===== src/rtl/spike_rate_decoder_if.sv =====
// Result/control bundle for the spike rate decoder.
// The master side drives the enable, window length, spike lines and result
// ready. The slave side (the decoder) returns the windowed result and status.
interface spike_rate_decoder_if #(
  parameter int NUM_CH = 4,
  parameter int CNT_W  = 8,
  parameter int WIN_W  = 10
);
  localparam int IDX_W = (NUM_CH > 1) ? $clog2(NUM_CH) : 1;

  logic                    en;
  logic [WIN_W-1:0]        win_len;
  logic [NUM_CH-1:0]       spike_in;
  logic                    res_ready;
  logic                    res_valid;
  logic [NUM_CH*CNT_W-1:0] res_counts;
  logic [IDX_W-1:0]        res_max_ch;
  logic                    overrun;
  logic                    busy;

  modport master (
    output en, win_len, spike_in, res_ready,
    input  res_valid, res_counts, res_max_ch, overrun, busy
  );

  modport slave (
    input  en, win_len, spike_in, res_ready,
    output res_valid, res_counts, res_max_ch, overrun, busy
  );
endinterface


===== src/rtl/spike_rate_decoder.sv =====
// Spike rate decoder: counts rising edges on each spike line over a
// programmable window, then presents per-channel counts and the index of the
// busiest channel on a valid/ready result port. Windows run back-to-back
// while enabled; an unconsumed result that gets replaced sets a sticky
// overrun flag.
module spike_rate_decoder #(
  parameter int NUM_CH = 4,
  parameter int CNT_W  = 8,
  parameter int WIN_W  = 10
) (
  input  logic               clk,
  input  logic               rst,
  spike_rate_decoder_if.slave bus
);
  localparam int IDX_W = (NUM_CH > 1) ? $clog2(NUM_CH) : 1;

  localparam logic [0:0] ST_IDLE  = 1'b0;
  localparam logic [0:0] ST_COUNT = 1'b1;

  localparam logic [CNT_W-1:0] CNT_MAX = '1;

  logic [0:0]              state;
  logic [WIN_W-1:0]        win_cnt;
  logic [NUM_CH-1:0]       spike_prev;
  logic [NUM_CH-1:0]       events;
  logic [CNT_W-1:0]        cnt [NUM_CH];
  logic [NUM_CH*CNT_W-1:0] final_counts;
  logic                    win_end;
  logic                    start_ok;
  logic                    xfer;
  logic                    result_valid;
  logic [NUM_CH*CNT_W-1:0] result_counts;
  logic [IDX_W-1:0]        result_max;
  logic                    overrun_flag;

  // Saturating increment: the counter sticks at all-ones instead of wrapping.
  function automatic logic [CNT_W-1:0] sat_inc(input logic [CNT_W-1:0] c,
                                               input logic ev);
    if (ev && (c != CNT_MAX)) return c + 1'b1;
    return c;
  endfunction

  // Index of the largest count; strict compare keeps the lowest index on ties.
  function automatic logic [IDX_W-1:0] arg_max(input logic [NUM_CH*CNT_W-1:0] v);
    logic [CNT_W-1:0] best;
    logic [IDX_W-1:0] idx;
    best = v[CNT_W-1:0];
    idx  = '0;
    for (int i = 1; i < NUM_CH; i++) begin
      if (v[i*CNT_W +: CNT_W] > best) begin
        best = v[i*CNT_W +: CNT_W];
        idx  = IDX_W'(i);
      end
    end
    return idx;
  endfunction

  // Rising-edge events and the counts as they stand after this cycle's events.
  always_comb begin
    events       = bus.spike_in & ~spike_prev;
    final_counts = '0;
    for (int i = 0; i < NUM_CH; i++) begin
      final_counts[i*CNT_W +: CNT_W] = sat_inc(cnt[i], events[i]);
    end
  end

  // Abort (en low) outranks the window end, so window end requires en.
  assign win_end  = (state == ST_COUNT) && bus.en && (win_cnt == '0);
  assign start_ok = bus.en && (bus.win_len != '0);
  assign xfer     = result_valid && bus.res_ready;

  // Spike history for edge detection, tracked in every state.
  always_ff @(posedge clk or posedge rst) begin
    if (rst) spike_prev <= '0;
    else     spike_prev <= bus.spike_in;
  end

  // Window FSM and per-channel counters.
  always_ff @(posedge clk or posedge rst) begin
    if (rst) begin
      state   <= ST_IDLE;
      win_cnt <= '0;
      for (int i = 0; i < NUM_CH; i++) cnt[i] <= '0;
    end else begin
      case (state)
        ST_IDLE: begin
          if (start_ok) begin
            state   <= ST_COUNT;
            win_cnt <= bus.win_len - 1'b1;
            for (int i = 0; i < NUM_CH; i++) cnt[i] <= '0;
          end
        end
        ST_COUNT: begin
          if (!bus.en) begin
            // Partial window is dropped.
            state <= ST_IDLE;
            for (int i = 0; i < NUM_CH; i++) cnt[i] <= '0;
          end else if (win_cnt == '0) begin
            for (int i = 0; i < NUM_CH; i++) cnt[i] <= '0;
            if (bus.win_len != '0) win_cnt <= bus.win_len - 1'b1;
            else                   state   <= ST_IDLE;
          end else begin
            win_cnt <= win_cnt - 1'b1;
            for (int i = 0; i < NUM_CH; i++) cnt[i] <= final_counts[i*CNT_W +: CNT_W];
          end
        end
        default: state <= ST_IDLE;
      endcase
    end
  end

  // Result registers, valid/ready handshake and sticky overrun.
  always_ff @(posedge clk or posedge rst) begin
    if (rst) begin
      result_valid  <= 1'b0;
      result_counts <= '0;
      result_max    <= '0;
      overrun_flag  <= 1'b0;
    end else if (win_end) begin
      result_counts <= final_counts;
      result_max    <= arg_max(final_counts);
      result_valid  <= 1'b1;
      if (result_valid && !bus.res_ready) overrun_flag <= 1'b1;
    end else if (xfer) begin
      result_valid <= 1'b0;
    end
  end

  assign bus.res_valid  = result_valid;
  assign bus.res_counts = result_counts;
  assign bus.res_max_ch = result_max;
  assign bus.overrun    = overrun_flag;
  assign bus.busy       = (state == ST_COUNT);
endmodule


===== src/flat_wrapper.sv =====
// flat-port wrapper written by rule: the top's interface ports become plain ports
module spike_rate_decoder_flat 
#(
  parameter int NUM_CH = 4,
  parameter int CNT_W  = 8,
  parameter int WIN_W  = 10
)
  (clk, rst, bus_en, bus_win_len, bus_spike_in, bus_res_ready, bus_res_valid, bus_res_counts, bus_res_max_ch, bus_overrun, bus_busy);
  spike_rate_decoder_if #(.NUM_CH(NUM_CH), .CNT_W(CNT_W), .WIN_W(WIN_W)) bus_i ();
  input  logic clk;
  input  logic rst;
  input wire logic [$bits(bus_i.en)-1:0] bus_en;
  input wire logic [$bits(bus_i.win_len)-1:0] bus_win_len;
  input wire logic [$bits(bus_i.spike_in)-1:0] bus_spike_in;
  input wire logic [$bits(bus_i.res_ready)-1:0] bus_res_ready;
  output wire logic [$bits(bus_i.res_valid)-1:0] bus_res_valid;
  output wire logic [$bits(bus_i.res_counts)-1:0] bus_res_counts;
  output wire logic [$bits(bus_i.res_max_ch)-1:0] bus_res_max_ch;
  output wire logic [$bits(bus_i.overrun)-1:0] bus_overrun;
  output wire logic [$bits(bus_i.busy)-1:0] bus_busy;
  assign bus_i.en = bus_en;
  assign bus_i.win_len = bus_win_len;
  assign bus_i.spike_in = bus_spike_in;
  assign bus_i.res_ready = bus_res_ready;
  assign bus_res_valid = bus_i.res_valid;
  assign bus_res_counts = bus_i.res_counts;
  assign bus_res_max_ch = bus_i.res_max_ch;
  assign bus_overrun = bus_i.overrun;
  assign bus_busy = bus_i.busy;
  spike_rate_decoder #(.NUM_CH(NUM_CH), .CNT_W(CNT_W), .WIN_W(WIN_W)) u_core (.clk(clk), .rst(rst), .bus(bus_i));
endmodule

===== config.mk =====
export PLATFORM = sky130hd
export DESIGN_NAME = spike_rate_decoder_flat
export DESIGN_NICKNAME = d
export VERILOG_FILES = /design/src/rtl/spike_rate_decoder_if.sv /design/src/rtl/spike_rate_decoder.sv /design/src/flat_wrapper.sv
export SDC_FILE = /design/constraint.sdc
export NUM_CORES = 1
export LEC_CHECK = 0
export CORE_MARGIN = 2
export CORE_UTILIZATION = 35
export CTS_BUF_LIST = sky130_fd_sc_hd__clkbuf_16
export CTS_CLUSTER_SIZE = 24
export DETAILED_ROUTE_END_ITERATION = 8
export MAX_ROUTING_LAYER = met4
export SETUP_SLACK_MARGIN = 0.4
export SLEW_MARGIN = 10
export SYNTH_ARGS = -nofsm -noshare
export SYNTH_HDL_FRONTEND = slang
export SYNTH_SLANG_ARGS = --single-unit

===== constraint.sdc =====
create_clock -name clk -period 6.1 [get_ports clk]
set_clock_uncertainty 0.1 [all_clocks]
set_input_delay 1.22 -clock clk [delete_from_list [all_inputs] [get_ports clk]]
set_output_delay 1.22 -clock clk [all_outputs]
set_load 0.01 [all_outputs]

# Word-level counts from Yosys, hierarchy flattened
# Index checks and enable logic that the tools add are counted.
[totals]
elab_cells = 80
reg_bits = 83
inputBits = 18
[op_classes]
bitwise_logic = 3
eq_ne = 7
n_mux = 35
addsub = 6
n_reduce_logical = 15
magnitude_cmp = 3
[op_table]
columns = ["cell", "n"]
rows = [
  ["two-way mux 32 bit", 3],
  ["two-way mux 8 bit", 12],
  ["case mux 32 bit (2 select lines)", 1],
  ["two-way mux 10 bit", 4],
  ["adder 8 x 1 -> 8 bit, second input constant", 4],
  ["inequality test 8 bit, second input constant", 4],
  ["> comparator 8 bit", 3],
  ["case mux 10 bit (2 select lines)", 1],
  ["subtractor 10 x 1 -> 10 bit, second input constant", 2],
  ["two-way mux 1 bit", 11],
  ["logical NOT 10 bit", 1],
  ["nonzero test 10 bit", 1],
  ["logical AND 1 bit", 9],
  ["bitwise AND 4 bit", 1],
  ["two-way mux 2 bit", 2],
  ["inverter 4 bit", 1],
  ["inequality test 3 bit, second input constant", 1],
  ["AND reduction 3 bit", 1],
  ["inequality test 2 x 1 -> 1 bit, second input constant", 1],
  ["inequality test 2 bit, second input constant", 1],
  ["case mux 1 bit (2 select lines)", 1],
  ["AND reduction 2 bit", 1],
  ["nonzero test 2 bit", 1],
  ["logical NOT 1 bit", 1],
  ["inverter 1 bit", 1],
]

# Longest topological paths before layout
# Gate-level depths: netlist of run 1.
[depth]
ltp_word = 13
ltp_mapped = 32
mapped_depth_nobuf = 31

# Worst setup path after synthesis of run 1
# No wires, ideal clock.
[synth_timing]
kind = "input to register"
from = "input bus_spike_in[1]"
to = "register u_core.result_max[1], in the netlist u_core.bus.res_max_ch[1]"
setup_time_ns = 0.121
setup_slack_ns = -0.543
stages = 30
path_buffers = 3
arrival_ns = 6.423
cell_sequence = "nor2b_1 > clkbuf_2 > o21ai_1 > or2_1 > clkbuf_1 > nor2_1 > xor2_1 > ha_1 > a21o_1 > a21o_1 > a21oi_1 > o21a_1 > a31oi_4 > nand2_4 > mux2_4 > ha_1 > nand3_1 > nor2_1 > a22oi_1 > o21a_1 > clkbuf_1 > nor3_1 > a221o_1 > ha_1 > a21o_1 > a21o_1 > a21oi_1 > a21oi_1 > nor3_1 > nor2_1"
[synth_via]
elab_chain_cells = 12
elab_cells_between_ends = 13
cone_classes = "3 x order compare; 8 x mux; 1 x bitwise; 1 x reduce/logical"
[synth_rtl]
columns = ["element", "line", "rtl"]
rows = [
  ["start: declaration", "flat_wrapper.sv:14", "input wire logic [$bits(bus_i.spike_in)-1:0] bus_spike_in;"],
  ["bitwise AND 4 bit *", "spike_rate_decoder.sv:60", "events = bus.spike_in & ~spike_prev;"],
  ["logical AND 1 bit *", "spike_rate_decoder.sv:39", "if (ev && (c != CNT_MAX)) return c + 1'b1;"],
  ["two-way mux 1 bit *", "spike_rate_decoder.sv:39", ""],
  ["two-way mux 8 bit *", "spike_rate_decoder.sv:40", "return c;"],
  ["named net u_core.final_counts[13]", "spike_rate_decoder.sv:27", "logic [NUM_CH*CNT_W-1:0] final_counts;"],
  ["> comparator 8 bit", "spike_rate_decoder.sv:50", "if (v[i*CNT_W +: CNT_W] > best) begin"],
  ["two-way mux 8 bit *", "spike_rate_decoder.sv:50", ""],
  ["two-way mux 8 bit *", "spike_rate_decoder.sv:119", "end else if (win_end) begin"],
  ["> comparator 8 bit", "spike_rate_decoder.sv:50", ""],
  ["two-way mux 8 bit", "spike_rate_decoder.sv:50", ""],
  ["two-way mux 8 bit", "spike_rate_decoder.sv:119", ""],
  ["> comparator 8 bit", "spike_rate_decoder.sv:50", ""],
  ["two-way mux 2 bit *", "spike_rate_decoder.sv:50", ""],
  ["end signal: assignment", "spike_rate_decoder.sv:121", "result_max <= arg_max(final_counts);"],
  ["end: declaration", "spike_rate_decoder.sv:33", "logic [IDX_W-1:0] result_max;"],
]
# The timed path passes the listed nets; every way through them passes the cells marked *. The select of a mux whose other input is x is not followed.
# A chain may end at the register's enable or synchronous reset.

# Worst setup path after layout of run 1
[layout_timing]
from = "input bus_spike_in[1]"
to = "register u_core.result_max[0], in the netlist u_core.bus.res_max_ch[0]"
[layout_via]
elab_chain_cells = 12
elab_cells_between_ends = 14
cone_classes = "3 x order compare; 9 x mux; 1 x bitwise; 1 x reduce/logical"
[layout_rtl]
columns = ["element", "line"]
rows = [
  ["bitwise AND 4 bit *", "spike_rate_decoder.sv:60"],
  ["logical AND 1 bit *", "spike_rate_decoder.sv:39"],
  ["two-way mux 1 bit *", "spike_rate_decoder.sv:39"],
  ["two-way mux 8 bit *", "spike_rate_decoder.sv:40"],
  ["named net u_core.final_counts[15]", "spike_rate_decoder.sv:27"],
  ["> comparator 8 bit", "spike_rate_decoder.sv:50"],
  ["two-way mux 8 bit", "spike_rate_decoder.sv:50"],
  ["two-way mux 8 bit", "spike_rate_decoder.sv:119"],
  ["> comparator 8 bit", "spike_rate_decoder.sv:50"],
  ["two-way mux 8 bit", "spike_rate_decoder.sv:50"],
  ["two-way mux 8 bit", "spike_rate_decoder.sv:119"],
  ["> comparator 8 bit", "spike_rate_decoder.sv:50"],
  ["two-way mux 2 bit *", "spike_rate_decoder.sv:50"],
]
# Marked as above.

==> metrics.md, run 1 <==
| Metric | Value |
|---|---|
| Unrepaired setup endpoints after global routing | `yes` |
| CP required | `6220 ps` |
| Die Height | `about 130 um` |
| Crit end category | `flip-flop` |
| RR Startpoint | `u_core.cnt[16]` |
| Max-slew headroom | `0.183` |
| Pwr Density | `roughly 220 nW/um2` |
| Post-Route WL | `~14 mm` |
| Kind of critical path | `input port to flip-flop` |
| IR drop worst, VDD | `approximately 0.00013 V` |
| Initial Util | `0.357` |
| Worst Path Arrival | `about 6000 ps` |
| First-pass GRT wire length | `~23 mm` |
| Critical path depth | `31` |
| Antenna-violating nets left | `0` |
| Fin worst setup slack | `roughly 170 ps` |
| Gate power share | `0.249` |
| Commonest non-fill, non-tap cell in the layout | `nand2_1` |
| Layout net count | `between 700 and 800` |
| Largest net degree at the start of global routing | `59` |
| Dpl ws | `-646 ps` |
| HPWL Detailed | `between 10 and 15 mm` |
| Die W | `126 um` |
| I/O Buffers | `54` |
| Post-synth top flop | `dfrtp_1` |
| Pleak | `about 3.1 nW` |
| Fin area | `6750 um2` |
| Syn_area_per_cell | `just under 9 um2` |
| Mapped Cells | `583` |
| Sink Count | `between 80 and 90` |
| 1st-iter DRT viols | `275` |
| Power share of the clock group | `0.351` |
| Post-synth net total | `~630` |
| Worst path max stage delay | `between 300 and 400 ps` |
| Initial antenna violation count | `0` |
| Wire per inst | `between 15 and 20 um` |
| Post-synth ARST share | `1.00` |
| Register area share after synthesis | `0.400` |
| Max FO, Critical Path | `8` |
| CP bufs+invs | `5` |
| Post-synthesis cell area | `5190 um2` |
| # setup viols final | `0` |
| GRT Util Overall | `0.184` |
| Internal power | `about 0.0010 W` |
| Register-to-Register Path Depth | `30` |
| Core Box Area | `14500 um2` |
| Bufs on Longest Clock Path | `2` |
| Status | `complete, no violations` |
| Max Fclk | `between 150 and 200 MHz` |
| Row cnt | `44` |
| H-tree Lvls | `3` |
| Net Sw Power | `around 0.00046 W` |
| Fin crit period | `between 5000 and 6000 ps` |
| Vias/cell | `between 5 and 6` |
| Worst min-delay path category | `flip-flop to flip-flop` |
| Hold Crit Depth | `2` |
| Switch share | `0.309` |
| Placed Area | `between 6000 and 7000 um2` |
| Worst Setup SP | `bus_spike_in[1]` |
| Seq pwr share | `0.400` |
| Share of cells above drive strength 1 | `0.194` |
| Commonest non-fill, non-tap cells in the layout | `nand2_1 (104), dfrtp_1 (83), o21ai_0 (64)` |
| DIE AREA | `roughly 16000 um2` |
| Final Max Tran Viols | `0` |
| Max-Cap Viols | `0` |
| Startpoint Class | `input port` |
| Final hold violation count | `0` |
| First-pass iteration count of the detailed router | `4` |
| IO Pins | `55` |
| Cts bufs inserted | `9` |
| Vias in the first global route | `about 4600` |
| Cell family with most CP delay | `simple AND/OR/NAND/NOR gates` |
| DRC | `0` |
| N_diodes | `0` |
| TritonCTS clock tree | `yes` |
| Yosys cell types | `65` |
| Area growth syn-to-layout | `29.9%` |
| Crit-path slowest cell | `mux2_4` |
| Synth Register Bits | `83` |
| Worst-path clk slew | `around 60 ps` |
| Tcrit/Tclk final | `0.972` |
| Grt ovf | `0` |
| Root Buffer | `clkbuf_16` |
| Clk Latency, worst-skew pair | `roughly 350 ps` |
| Hold wc startpoint | `u_core.bus.overrun` |
| Number of enable flip-flop cells after synthesis | `0` |
| Slew @ Worst Pin | `between 1000 and 1500 ps` |
| Routability cong. | `just under 0.9` |
| Via count | `4653` |
| Warnings, synthesis | `0` |
[cell type report]
class                           instances  area [um2]
Clock buffer                            9         225
Clock inverter                          7        51.3
Sequential cell                        83        2080
Tap cell                              184         230
Timing Repair Buffer                  111         975
Fill cell                            1389        7780
Inverter                               27         103
Multi-Input combinational cell        447        3090
[cell usage after synthesis, drive strengths merged (8+ instances only)]
library cell	number	area share
a21oi	15	0.014
dfrtp	83	0.40
ha	28	0.067
xnor2	14	0.024
nand2	105	0.077
and3	8	0.0099
a21o	8	0.012
nor3	10	0.011
a22o	9	0.015
nand3	23	0.022
nand4	14	0.022
xor2	21	0.035
inv	27	0.020
clkbuf	19	0.014
nor2	31	0.022
o21ai	70	0.067
[cells by family (layout without fill, tap and decap cells)]
kind of cell	count (synthesis)	in the layout	share of synthesized area
AOI/OAI and AO/OA	147	147	0.190
DFF	83	83	0.400
xor gates and xnor gates	35	35	0.0590
and+or+nand+nor	224	224	0.210
buffers and inverters	53	154	0.0450
muxes	13	13	0.0294
adders and majority gates	28	28	0.0674
[power by group through the flow]
stage / Combinational (W) / Sequential [W] / Clock [W]
after floorplan: 0.000248 / 0.000599 / 0
after global placement: 0.000332 / 0.000604 / 0
after detailed placement: 0.000345 / 0.000604 / 0
after CTS: 0.000364 / 0.000595 / 0.000533
after global routing: 0.000410 / 0.000599 / 0.000559
final: 0.000371 / 0.000596 / 0.000524
[metal layers]
layer	global-route usage	wire length, um	share of wire	vias up
met5	-	0	0	-
met4	0.0452	235	0.017	0
met3	0.0425	628	0.046	20
met2	0.293	6420	0.47	117
met1	0.238	6470	0.47	2260
li1	-	-	-	2256
[per-stage QoR]
stage	hold WS (ps)	total power, W	cells	setup TNS, ps	utilization
floorplan	378	0.000847	583	-250	-
global placement	355	0.000936	841	-1040	0.431
detailed placement	360	0.000950	841	-1240	0.431
CTS	376	0.00149	865	0	0.457
global route	414	0.00157	868	-186	0.464
finish	368	0.00149	868	0	0.464
[what timing repair did]
item | CTS | global route
gates resized for setup | 19 | 19
buffers inserted | 8 | 3
endpoints found under the setup margin | 2 | 2
pin swaps | 18 | 20
hold buffers | 0 | 0
[final timing paths]
kind	to	slack [ps]
max	u_core.bus.res_max_ch[0]	170
min	u_core.bus.overrun	370
max reg2reg	u_core.bus.res_max_ch[0]	390
min reg2reg	u_core.bus.overrun	370
max in group asynchronous	u_core.bus.overrun	3680
min in group asynchronous	u_core.bus.busy	1180
[registers in the layout, summed over array words and instances (netlist names)]
name,flops
u_core.bus.res_counts,32
u_core.bus.res_max_ch,2
u_core.bus.busy,1
u_core.cnt,32
u_core.bus.overrun,1
u_core.bus.res_valid,1
u_core.spike_prev,4
u_core.win_cnt,10
[worst reg2reg max path: cells and delay by family, from the launching register on]
family,cells,cell delay (ps)
and+or+nand+nor,9,1410
AOI/OAI and AO/OA,11,1330
adders and majority gates,4,1100
muxes,2,620
DFF,1,430
buffers and inverters,3,410
xor gates and xnor gates,1,150
No activity file was read; power rests on OpenSTA's default activity.
==> run 2: changes to the inputs <==
Settings changed: CAP_MARGIN set to 10.
==> run 2 against run 1 <==
Count of clock-buffer cells in the layout unchanged. Power barely moved. Cell count increased by 0.12%. Sequential share of layout area decreased by 0.068 points. First-iteration DRC count is 6.2% lower. Sequential power about the same. Global-route usage unchanged. Worst setup slack got worse by 12 ps. Flip-flop and latch count is the same. Hold slack is essentially flat. Largest cell class unchanged.
==> metrics.md, run 2 (synthesis gave the netlist of run 1 again) <==
| Metric | Value |
|---|---|
| Worst min-delay path category | `flip-flop to flip-flop (unchanged)` |
| Grt met1 use | `0.238 (unchanged)` |
| Final Max Tran Viols | `0 (unchanged)` |
| Max-slew headroom | `0.398 (was 0.183)` |
| TritonCTS clock tree | `yes (unchanged)` |
| Sink Count | `83 (unchanged)` |
| Final Core Density | `0.465 (was 0.464)` |
| Share of cells above drive strength 1 | `0.196 (was 0.194)` |
| N_diodes | `0 (unchanged)` |
| Wire per inst | `15.8 um (about the same)` |
| DRC | `0 (unchanged)` |
| Cts bufs inserted | `9 (unchanged)` |
| Slew @ Worst Pin | `901 ps (was 1220 ps)` |
| Initial antenna violation count | `0 (unchanged)` |
| Clk Latency, worst-skew pair | `350 ps (about the same)` |
| Overall power | `0.00149 W (about the same)` |
| DIE AREA | `15800 um2 (unchanged)` |
| Unrepaired setup endpoints after global routing | `yes (unchanged)` |
| Die Height | `126 um (unchanged)` |
| Busiest grt layer | `met2 (unchanged)` |
| Filler instances | `1388 (was 1389)` |
| # setup viols final | `0 (unchanged)` |
| Area growth syn-to-layout | `30.2% (was 29.9%)` |
| IR drop worst, VDD | `0.000129 V (about the same)` |
| Vias/cell | `5.35 (was 5.36)` |
| Routability cong. | `0.871 (unchanged)` |
| First-pass iteration count of the detailed router | `5 (was 4)` |
| Crit-path slowest cell | `mux2_4 (unchanged)` |
| Largest net degree at the start of global routing | `59 (unchanged)` |
| Fin crit period | `5940 ps (was 5930 ps)` |
| Die W | `126 um (unchanged)` |
| Vias in the first global route | `4619 (unchanged)` |
| Grt ovf | `0 (unchanged)` |
| Via count | `4651 (was 4653)` |
| Root Buffer | `clkbuf_16 (unchanged)` |
| Commonest non-fill, non-tap cell in the layout | `nand2_1 (unchanged)` |
| Crit end category | `flip-flop (unchanged)` |
| Kind of critical path | `input port to flip-flop (unchanged)` |
| Initial Util | `0.357 (unchanged)` |
| HPWL Detailed | `10.1 mm (unchanged)` |
| I/O Buffers | `54 (unchanged)` |
| Post-Route WL | `13.8 mm (about the same)` |
| Worst-path clk slew | `60 ps (about the same)` |
| Max FO, Critical Path | `8 (unchanged)` |
| IO Pins | `55 (unchanged)` |
| Pleak | `3.12 nW (about the same)` |
| Worst path max stage delay | `320 ps (about the same)` |
| Commonest non-fill, non-tap cells in the layout | `nand2_1 (104), dfrtp_1 (83), o21ai_0 (64) (unchanged)` |
| Status | `complete, no violations (unchanged)` |
| Max Fclk | `168 MHz (was 169 MHz)` |
| First-pass GRT wire length | `22.9 mm (unchanged)` |
| Worst Path Arrival | `6060 ps (was 6040 ps)` |
| Max-Cap Viols | `0 (unchanged)` |
| Row cnt | `44 (unchanged)` |
| Layout net count | `726 (was 725)` |
| Pwr Density | `220 nW/um2 (was 221 nW/um2)` |
| CP required | `6220 ps (about the same)` |
| Met3 usage | `0.0425 (unchanged)` |
| Startpoint Class | `input port (unchanged)` |
| Antenna-violating nets left | `0 (unchanged)` |
| Bufs on Longest Clock Path | `2 (unchanged)` |
| GR Util met2 | `0.293 (unchanged)` |
| Core Box Area | `14500 um2 (unchanged)` |
| 1st-iter DRT viols | `258 (was 275)` |
| GRT Util Overall | `0.184 (unchanged)` |
| H-tree Lvls | `3 (unchanged)` |
| CTS Hold Bufs | `0 (unchanged)` |
| Tcrit/Tclk final | `0.974 (was 0.972)` |
| Final hold violation count | `0 (unchanged)` |
==> run 2: changes by cell type in the layout (fill, tap and decap cells not counted) <==
cell   delta
buf_8     +1
==> run 2: power by group <==
part	total (W)	internal (W)	switching, W
clock	0.000524	0.000280	0.000244
sequential	0.000596	0.000572	0.0000233
combinational	0.000372	0.000180	0.000192
==> run 2: worst max-delay path: cells and delay by family <==
kind	cells	cell delay (ps)
and+or+nand+nor	9	1360
adders and majority gates	3	800
xor gates and xnor gates	1	160
buffers and inverters	5	600
AOI/OAI and AO/OA	11	1290
muxes	2	620
==> run 2: area by class of cell <==
class                           count  area [um2]  share of cell area
Inverter                           27         103              0.0152
Sequential cell                    83        2080               0.307
Multi-Input combinational cell    447        3090               0.457
Timing Repair Buffer              112         990               0.146
Tap cell                          184         230              0.0340
Clock buffer                        9         225              0.0333
Clock inverter                      7        51.3             0.00758
==> run 2: metal layers <==
| layer | part of all wire | wire length (um) | up-vias |
|---|---|---|---|
| li1 | - | - | 2254 |
| met4 | 0.016 | 216 | 0 |
| met5 | 0 | 0 | - |
| met2 | 0.47 | 6440 | 118 |
| met3 | 0.046 | 632 | 18 |
| met1 | 0.47 | 6480 | 2261 |
==> run 2: final timing paths <==
kind,startpoint,endpoint,slack (ps),depth (start not counted)
max in group asynchronous,rst,u_core.bus.overrun,3670,3
max,bus_spike_in[1],u_core.bus.res_max_ch[0],160,31
min,u_core.bus.overrun,u_core.bus.overrun,370,2
min in group asynchronous,rst,u_core.bus.busy,1180,2
min reg2reg,u_core.bus.overrun,u_core.bus.overrun,370,2
max reg2reg,u_core.cnt[16],u_core.bus.res_max_ch[0],380,30
==> run 2: metrics by stage <==
stage	std cells	cell area, um2	hold WS, ps	setup slack [ps]	TNS [ps]
6_report	869	6770	367	160	0
5_1_grt	869	6770	414	-132	-186
4_1_cts	865	6640	376	71.8	0
3_5_place_dp	841	6260	360	-646	-1240
3_3_place_gp	841	6260	355	-545	-1040
2_1_floorplan	583	5290	378	-146	-250
==> run 2: repair_timing <==
action,4_1_cts,5_1_grt
gates resized for setup,19,19
setup endpoints to repair,2,2
cloned,0,0
buffers inserted,8,3
pin swaps,18,20
